File: config.mk
export PLATFORM = sky130hd
export DESIGN_NAME = mem_access_flat
export DESIGN_NICKNAME = d
export VERILOG_FILES = /design/src/rtl/mem_access_if.sv /design/src/rtl/mem_access.sv /design/src/flat_wrapper.sv
export SDC_FILE = /design/constraint.sdc
export NUM_CORES = 1
export LEC_CHECK = 0
export CAP_MARGIN = 20
export CORE_MARGIN = 3
export CORE_UTILIZATION = 25
export CTS_BUF_LIST = sky130_fd_sc_hd__clkbuf_4 sky130_fd_sc_hd__clkbuf_8
export DETAILED_ROUTE_END_ITERATION = 10
export SLEW_MARGIN = 20
export SYNTH_ARGS = -nofsm -noshare
export SYNTH_HDL_FRONTEND = slang
export SYNTH_SLANG_ARGS = --single-unit
export TNS_END_PERCENT = 100
File: constraint.sdc
create_clock -name clk -period 2.6 [get_ports clk]
set_clock_uncertainty 0.05 [all_clocks]
set_input_delay 0.52 -clock clk [delete_from_list [all_inputs] [get_ports clk]]
set_output_delay 0.52 -clock clk [all_outputs]
set_load 0.005 [all_outputs]
File: src/rtl/mem_access_if.sv
// Pipeline-to-memory bundle for the MEM-stage access unit.
interface mem_access_if;
  // EX-stage instruction fields
  logic        ex_valid;
  logic        ex_re_mem;
  logic        ex_we_mem;
  logic [2:0]  ex_memdata_width;
  logic [63:0] ex_addr;
  logic [63:0] ex_wdata;
  // Data-memory request/response
  logic        mem_req_valid;
  logic        mem_req_ready;
  logic        mem_req_we;
  logic [63:0] mem_req_addr;
  logic [63:0] mem_req_wdata;
  logic [7:0]  mem_req_wmask;
  logic        mem_resp_valid;
  logic [63:0] mem_resp_rdata;
  // Pipeline results
  logic        mem_stall;
  logic        ld_valid;
  logic [63:0] ld_data;
  logic        misaligned;

  // Access unit side
  modport master (
    input  ex_valid, ex_re_mem, ex_we_mem, ex_memdata_width, ex_addr, ex_wdata,
    input  mem_req_ready, mem_resp_valid, mem_resp_rdata,
    output mem_req_valid, mem_req_we, mem_req_addr, mem_req_wdata, mem_req_wmask,
    output mem_stall, ld_valid, ld_data, misaligned
  );

  // Pipeline/memory environment side
  modport slave (
    output ex_valid, ex_re_mem, ex_we_mem, ex_memdata_width, ex_addr, ex_wdata,
    output mem_req_ready, mem_resp_valid, mem_resp_rdata,
    input  mem_req_valid, mem_req_we, mem_req_addr, mem_req_wdata, mem_req_wmask,
    input  mem_stall, ld_valid, ld_data, misaligned
  );
endinterface

File: src/rtl/mem_access.sv
// MEM-stage load/store unit: aligns stores onto byte lanes, issues a single
// data-memory request per instruction and extends load results.
module mem_access (
  input  logic         clk,
  input  logic         rstn,
  mem_access_if.master bus
);

  localparam int unsigned XLEN  = 64;
  localparam int unsigned MASKW = 8;
  localparam int unsigned WIDW  = 3;

  typedef enum logic [1:0] {IDLE, REQ, WAIT, DONE} state_t;

  state_t             state_q, state_d;
  logic               req_valid_q, req_valid_d;
  logic               we_q, we_d;
  logic [XLEN-1:0]    addr_q, addr_d;
  logic [WIDW-1:0]    width_q, width_d;
  logic [XLEN-1:0]    wdata_q, wdata_d;
  logic [MASKW-1:0]   wmask_q, wmask_d;
  logic               ld_valid_q, ld_valid_d;
  logic [XLEN-1:0]    ld_data_q, ld_data_d;
  logic               misaligned_q, misaligned_d;

  logic               mem_op_c;
  logic               aligned_c;
  logic               start_c;
  logic [MASKW-1:0]   size_mask_c;
  logic [XLEN-1:0]    lane_c;
  logic [XLEN-1:0]    ld_ext_c;

  // Size decode and natural-alignment check of the EX-stage access
  always_comb begin
    aligned_c   = 1'b1;
    size_mask_c = 8'h01;
    case (bus.ex_memdata_width[1:0])
      2'b00: begin aligned_c = 1'b1;                       size_mask_c = 8'h01; end
      2'b01: begin aligned_c = ~bus.ex_addr[0];            size_mask_c = 8'h03; end
      2'b10: begin aligned_c = (bus.ex_addr[1:0] == 2'b00);  size_mask_c = 8'h0F; end
      default: begin aligned_c = (bus.ex_addr[2:0] == 3'b000); size_mask_c = 8'hFF; end
    endcase
  end

  assign mem_op_c = bus.ex_valid & (bus.ex_re_mem | bus.ex_we_mem);
  assign start_c  = (state_q == IDLE) & mem_op_c & aligned_c;

  // Pick the addressed lane of the returned doubleword and extend it
  always_comb begin
    lane_c = bus.mem_resp_rdata >> {addr_q[2:0], 3'b000};
    case (width_q)
      3'b000:  ld_ext_c = {{56{lane_c[7]}},  lane_c[7:0]};
      3'b001:  ld_ext_c = {{48{lane_c[15]}}, lane_c[15:0]};
      3'b010:  ld_ext_c = {{32{lane_c[31]}}, lane_c[31:0]};
      3'b100:  ld_ext_c = {56'd0, lane_c[7:0]};
      3'b101:  ld_ext_c = {48'd0, lane_c[15:0]};
      3'b110:  ld_ext_c = {32'd0, lane_c[31:0]};
      default: ld_ext_c = lane_c;
    endcase
  end

  // Next-state and registered-output logic
  always_comb begin
    state_d      = state_q;
    req_valid_d  = req_valid_q;
    we_d         = we_q;
    addr_d       = addr_q;
    width_d      = width_q;
    wdata_d      = wdata_q;
    wmask_d      = wmask_q;
    ld_valid_d   = 1'b0;
    ld_data_d    = ld_data_q;
    misaligned_d = 1'b0;
    case (state_q)
      IDLE: begin
        if (start_c) begin
          state_d     = REQ;
          req_valid_d = 1'b1;
          we_d        = bus.ex_we_mem;
          addr_d      = bus.ex_addr;
          width_d     = bus.ex_memdata_width;
          wdata_d     = bus.ex_we_mem ? (bus.ex_wdata << {bus.ex_addr[2:0], 3'b000}) : '0;
          wmask_d     = bus.ex_we_mem ? (size_mask_c << bus.ex_addr[2:0]) : '0;
        end else if (mem_op_c) begin
          misaligned_d = 1'b1;
        end
      end
      REQ: begin
        if (bus.mem_req_ready) begin
          req_valid_d = 1'b0;
          state_d     = we_q ? DONE : WAIT;
        end
      end
      WAIT: begin
        if (bus.mem_resp_valid) begin
          state_d    = DONE;
          ld_valid_d = 1'b1;
          ld_data_d  = ld_ext_c;
        end
      end
      DONE: state_d = IDLE;
      default: state_d = IDLE;
    endcase
  end

  // State and output registers
  always_ff @(posedge clk or negedge rstn) begin
    if (!rstn) begin
      state_q      <= IDLE;
      req_valid_q  <= 1'b0;
      we_q         <= 1'b0;
      addr_q       <= '0;
      width_q      <= '0;
      wdata_q      <= '0;
      wmask_q      <= '0;
      ld_valid_q   <= 1'b0;
      ld_data_q    <= '0;
      misaligned_q <= 1'b0;
    end else begin
      state_q      <= state_d;
      req_valid_q  <= req_valid_d;
      we_q         <= we_d;
      addr_q       <= addr_d;
      width_q      <= width_d;
      wdata_q      <= wdata_d;
      wmask_q      <= wmask_d;
      ld_valid_q   <= ld_valid_d;
      ld_data_q    <= ld_data_d;
      misaligned_q <= misaligned_d;
    end
  end

  // Stall releases in DONE so upstream advances exactly once
  assign bus.mem_stall     = start_c | (state_q == REQ) | (state_q == WAIT);
  assign bus.mem_req_valid = req_valid_q;
  assign bus.mem_req_we    = we_q;
  assign bus.mem_req_addr  = {addr_q[XLEN-1:3], 3'b000};
  assign bus.mem_req_wdata = wdata_q;
  assign bus.mem_req_wmask = wmask_q;
  assign bus.ld_valid      = ld_valid_q;
  assign bus.ld_data       = ld_data_q;
  assign bus.misaligned    = misaligned_q;

endmodule
File: src/flat_wrapper.sv
// flat-port wrapper written by rule: the top's interface ports become plain ports
module mem_access_flat 
  (clk, rstn, bus_ex_valid, bus_ex_re_mem, bus_ex_we_mem, bus_ex_memdata_width, bus_ex_addr, bus_ex_wdata, bus_mem_req_ready, bus_mem_resp_valid, bus_mem_resp_rdata, bus_mem_req_valid, bus_mem_req_we, bus_mem_req_addr, bus_mem_req_wdata, bus_mem_req_wmask, bus_mem_stall, bus_ld_valid, bus_ld_data, bus_misaligned);
  mem_access_if bus_i ();
  input  logic clk;
  input  logic rstn;
  input wire logic [$bits(bus_i.ex_valid)-1:0] bus_ex_valid;
  input wire logic [$bits(bus_i.ex_re_mem)-1:0] bus_ex_re_mem;
  input wire logic [$bits(bus_i.ex_we_mem)-1:0] bus_ex_we_mem;
  input wire logic [$bits(bus_i.ex_memdata_width)-1:0] bus_ex_memdata_width;
  input wire logic [$bits(bus_i.ex_addr)-1:0] bus_ex_addr;
  input wire logic [$bits(bus_i.ex_wdata)-1:0] bus_ex_wdata;
  input wire logic [$bits(bus_i.mem_req_ready)-1:0] bus_mem_req_ready;
  input wire logic [$bits(bus_i.mem_resp_valid)-1:0] bus_mem_resp_valid;
  input wire logic [$bits(bus_i.mem_resp_rdata)-1:0] bus_mem_resp_rdata;
  output wire logic [$bits(bus_i.mem_req_valid)-1:0] bus_mem_req_valid;
  output wire logic [$bits(bus_i.mem_req_we)-1:0] bus_mem_req_we;
  output wire logic [$bits(bus_i.mem_req_addr)-1:0] bus_mem_req_addr;
  output wire logic [$bits(bus_i.mem_req_wdata)-1:0] bus_mem_req_wdata;
  output wire logic [$bits(bus_i.mem_req_wmask)-1:0] bus_mem_req_wmask;
  output wire logic [$bits(bus_i.mem_stall)-1:0] bus_mem_stall;
  output wire logic [$bits(bus_i.ld_valid)-1:0] bus_ld_valid;
  output wire logic [$bits(bus_i.ld_data)-1:0] bus_ld_data;
  output wire logic [$bits(bus_i.misaligned)-1:0] bus_misaligned;
  assign bus_i.ex_valid = bus_ex_valid;
  assign bus_i.ex_re_mem = bus_ex_re_mem;
  assign bus_i.ex_we_mem = bus_ex_we_mem;
  assign bus_i.ex_memdata_width = bus_ex_memdata_width;
  assign bus_i.ex_addr = bus_ex_addr;
  assign bus_i.ex_wdata = bus_ex_wdata;
  assign bus_i.mem_req_ready = bus_mem_req_ready;
  assign bus_i.mem_resp_valid = bus_mem_resp_valid;
  assign bus_i.mem_resp_rdata = bus_mem_resp_rdata;
  assign bus_mem_req_valid = bus_i.mem_req_valid;
  assign bus_mem_req_we = bus_i.mem_req_we;
  assign bus_mem_req_addr = bus_i.mem_req_addr;
  assign bus_mem_req_wdata = bus_i.mem_req_wdata;
  assign bus_mem_req_wmask = bus_i.mem_req_wmask;
  assign bus_mem_stall = bus_i.mem_stall;
  assign bus_ld_valid = bus_i.ld_valid;
  assign bus_ld_data = bus_i.ld_data;
  assign bus_misaligned = bus_i.misaligned;
  mem_access u_core (.clk(clk), .rstn(rstn), .bus(bus_i));
endmodule
==> run metrics <==
Final Hold Vio Count 0; post-placement worst setup slack -0.255 ns; fin area 0.0169 sq mm; worst min path class primary input to flop; Post-Synth Simple-Gate Area 15.8%; crit end category output pin; Layout Utilization 38.0%; Synth area leaders dfrtp_1 (46%), nand2_1 (9.5%), mux2i_1 (7.5%), a21oi_1 (5.0%), buf_4 (4.3%); pwr dens 1110 mW/mm^2; post-synthesis compound-gate area fraction 18.0%; Filler cells 4482; clock buffer depth 3; Slew @ Worst Pin 0.628 ns; clk sink count 209; final setup margin 0.0833 ns; dpl cells 2167; routed vias/inst 4.88; setup violators final 0; clock latency on the worst-skew pair 0.60 ns; RePlAce Congestion 0.908; Achievable Freq 397 MHz; largest net degree at the start of global routing 91; post-synthesis mux area share 12.0%; Synth Cell Area 0.0114 sq mm; largest family of logic cells by synthesized area compound AO/OA/AOI/OAI gates; drt first pass iters 6; Routed Antenna Nets 0; crit path DAT 1.95 ns; Worst setup SP type flop; Crit Path Class flop to output pin; IO Pins 407; Synth top area share 45.9%; initial antenna violation count 3; Final Slew Violations 0; ys async rst share 100%; register bit total from synthesis 209; Period minus WS final 2.52 ns; Post-DP Area 0.0160 sq mm; detailed placement HPWL 35.8 mm; Die Footprint 0.0482 sq mm; gr usage total 19.3%; number of port buffers 403; FP Rows 77; Cells after Synth 1260; Max Cap Viol 0; Root Driver clkbuf_8; Core Area 0.0446 sq mm; XOR/XNOR share of the synthesized area 0%; syn avg cell area 9.04 sq um; top cells by count, synth nand2_1 (289), dfrtp_1 (209), a21oi_1 (114); outcome complete, no violations; H-tree lvl count 2; Synth Area in Adders 0.329%; initial core utilization 25.5%; cell with the most instances after synthesis nand2_1; routed vias 10900; CTS buffer count 42; post-route insts no fill 2241; grt ovf 0; Final Power 18.8 mW; Detailed Route Iter0 Violations 649; CTS tree yes; Setup TNS Final 0 ns; nets 1828; total wire length 47.7 mm; RSZ-0062 raised after global routing no; final worst-path cycle share 96.8%; Layout area overhead 48.6%; maximum VDD drop 0.451 mV; largest area contributor in the netlist dfrtp_1; clock transition at the registers of the reported paths 0.06 ns; r2r setup slk 0.24 ns; Leak 7.36 nW; fraction of layout cells with a size suffix above 1 11.8%; WL/cell 21.3 um; Critical Path Fanout Max 2; sequential-to-total area share from yosys stat 45.9%; first-pass GRT wire length 70.7 mm; EDFF count, synth 0; worst endpoint required time 2.03 ns; synth warn 0; Max-slew headroom 58.2%; Hold Slack 0.402 ns; # DRC 0; Chip Width 219 um; Synth cell types 46; vias in the first global route 11100; ys flop type dfrtp_1; chip height 219 um
[worst paths after layout]
check,end,depth (start not counted),from
max,bus_mem_stall,6,u_core.state_q[1]
min,u_core.addr_q[61],3,bus_ex_addr[61]
max reg2reg,u_core.bus.ld_data[26],7,u_core.addr_q[0]
min reg2reg,u_core.bus.ld_data[15],2,u_core.bus.ld_data[15]
max in group asynchronous,u_core.addr_q[25],3,rstn
min in group asynchronous,u_core.bus.ld_data[57],2,rstn
[worst max-delay path, stage by stage (launching register included)]
cell,delay [ns]
dfrtp_1,0.38
inv_2,0.09
ha_4,0.18
o211ai_1,0.12
a211o_4,0.33
nand3_2,0.11
buf_2,0.14
[state kept, by name (all words and copies together), names as in the netlist, 2 cells and up]
name	cells
u_core.addr_q	64
u_core.bus.ld_data	64
u_core.bus.mem_req_wdata	64
u_core.bus.mem_req_wmask	8
u_core.state_q	2
u_core.width_q	3
[layer usage]
layer	wire, um	global-route usage [%]	part of all wire, %
met5	12	0	0.025
met2	22500	31.6	47
met1	19500	24.4	41
met4	1290	6.26	2.7
met3	4400	5.83	9.2
[where the power goes]
part | leakage, nW | switching (mW) | internal, mW
sequential | 2.61 | 1.07 | 4.75
combinational | 4.28 | 4.34 | 4.89
clock | 0.473 | 1.54 | 2.19
total | 7.36 | 6.96 | 11.8
[logic make-up (layout without fill, tap and decap cells)]
family,Yosys count,count (layout)
other cells,1,4
compound gates,328,328
buf+inv,167,553
mux,117,117
flops,209,209
simple gates,435,435
fa+ha+maj,3,3
[timing repair]
item	CTS	global route
gates resized for setup	9	0
setup endpoints to repair	1	1
hold buffers	1	0
setup buffers	3	0
pin swaps	2	1
hold endpoints to repair	53	0
[layout make-up]
class                           instances  area (sq um)  area share, %
Multi-Input combinational cell        886          5310           31.4
Sequential cell                       209          5230           30.9
Timing Repair Buffer                  477          4720           27.9
Clock buffer                           63           817           4.82
Tap cell                              592           741           4.37
Clock inverter                          6          86.3          0.510
Inverter                                7          26.3          0.155
Antenna cell                            1          2.50         0.0148
[cells in the final DEF, fill, tap and decap left out, drive strengths merged, types with 24 or more instances in the layout]
cell / n
nor2b: 24
clkdlybuf4s50: 398
a211oi: 39
buf: 78
mux2i: 85
a21oi: 114
nor2: 89
dfrtp: 209
nand2: 289
o21ai: 68
clkbuf: 63
a22o: 33
Power figures use the tool's default switching activity.
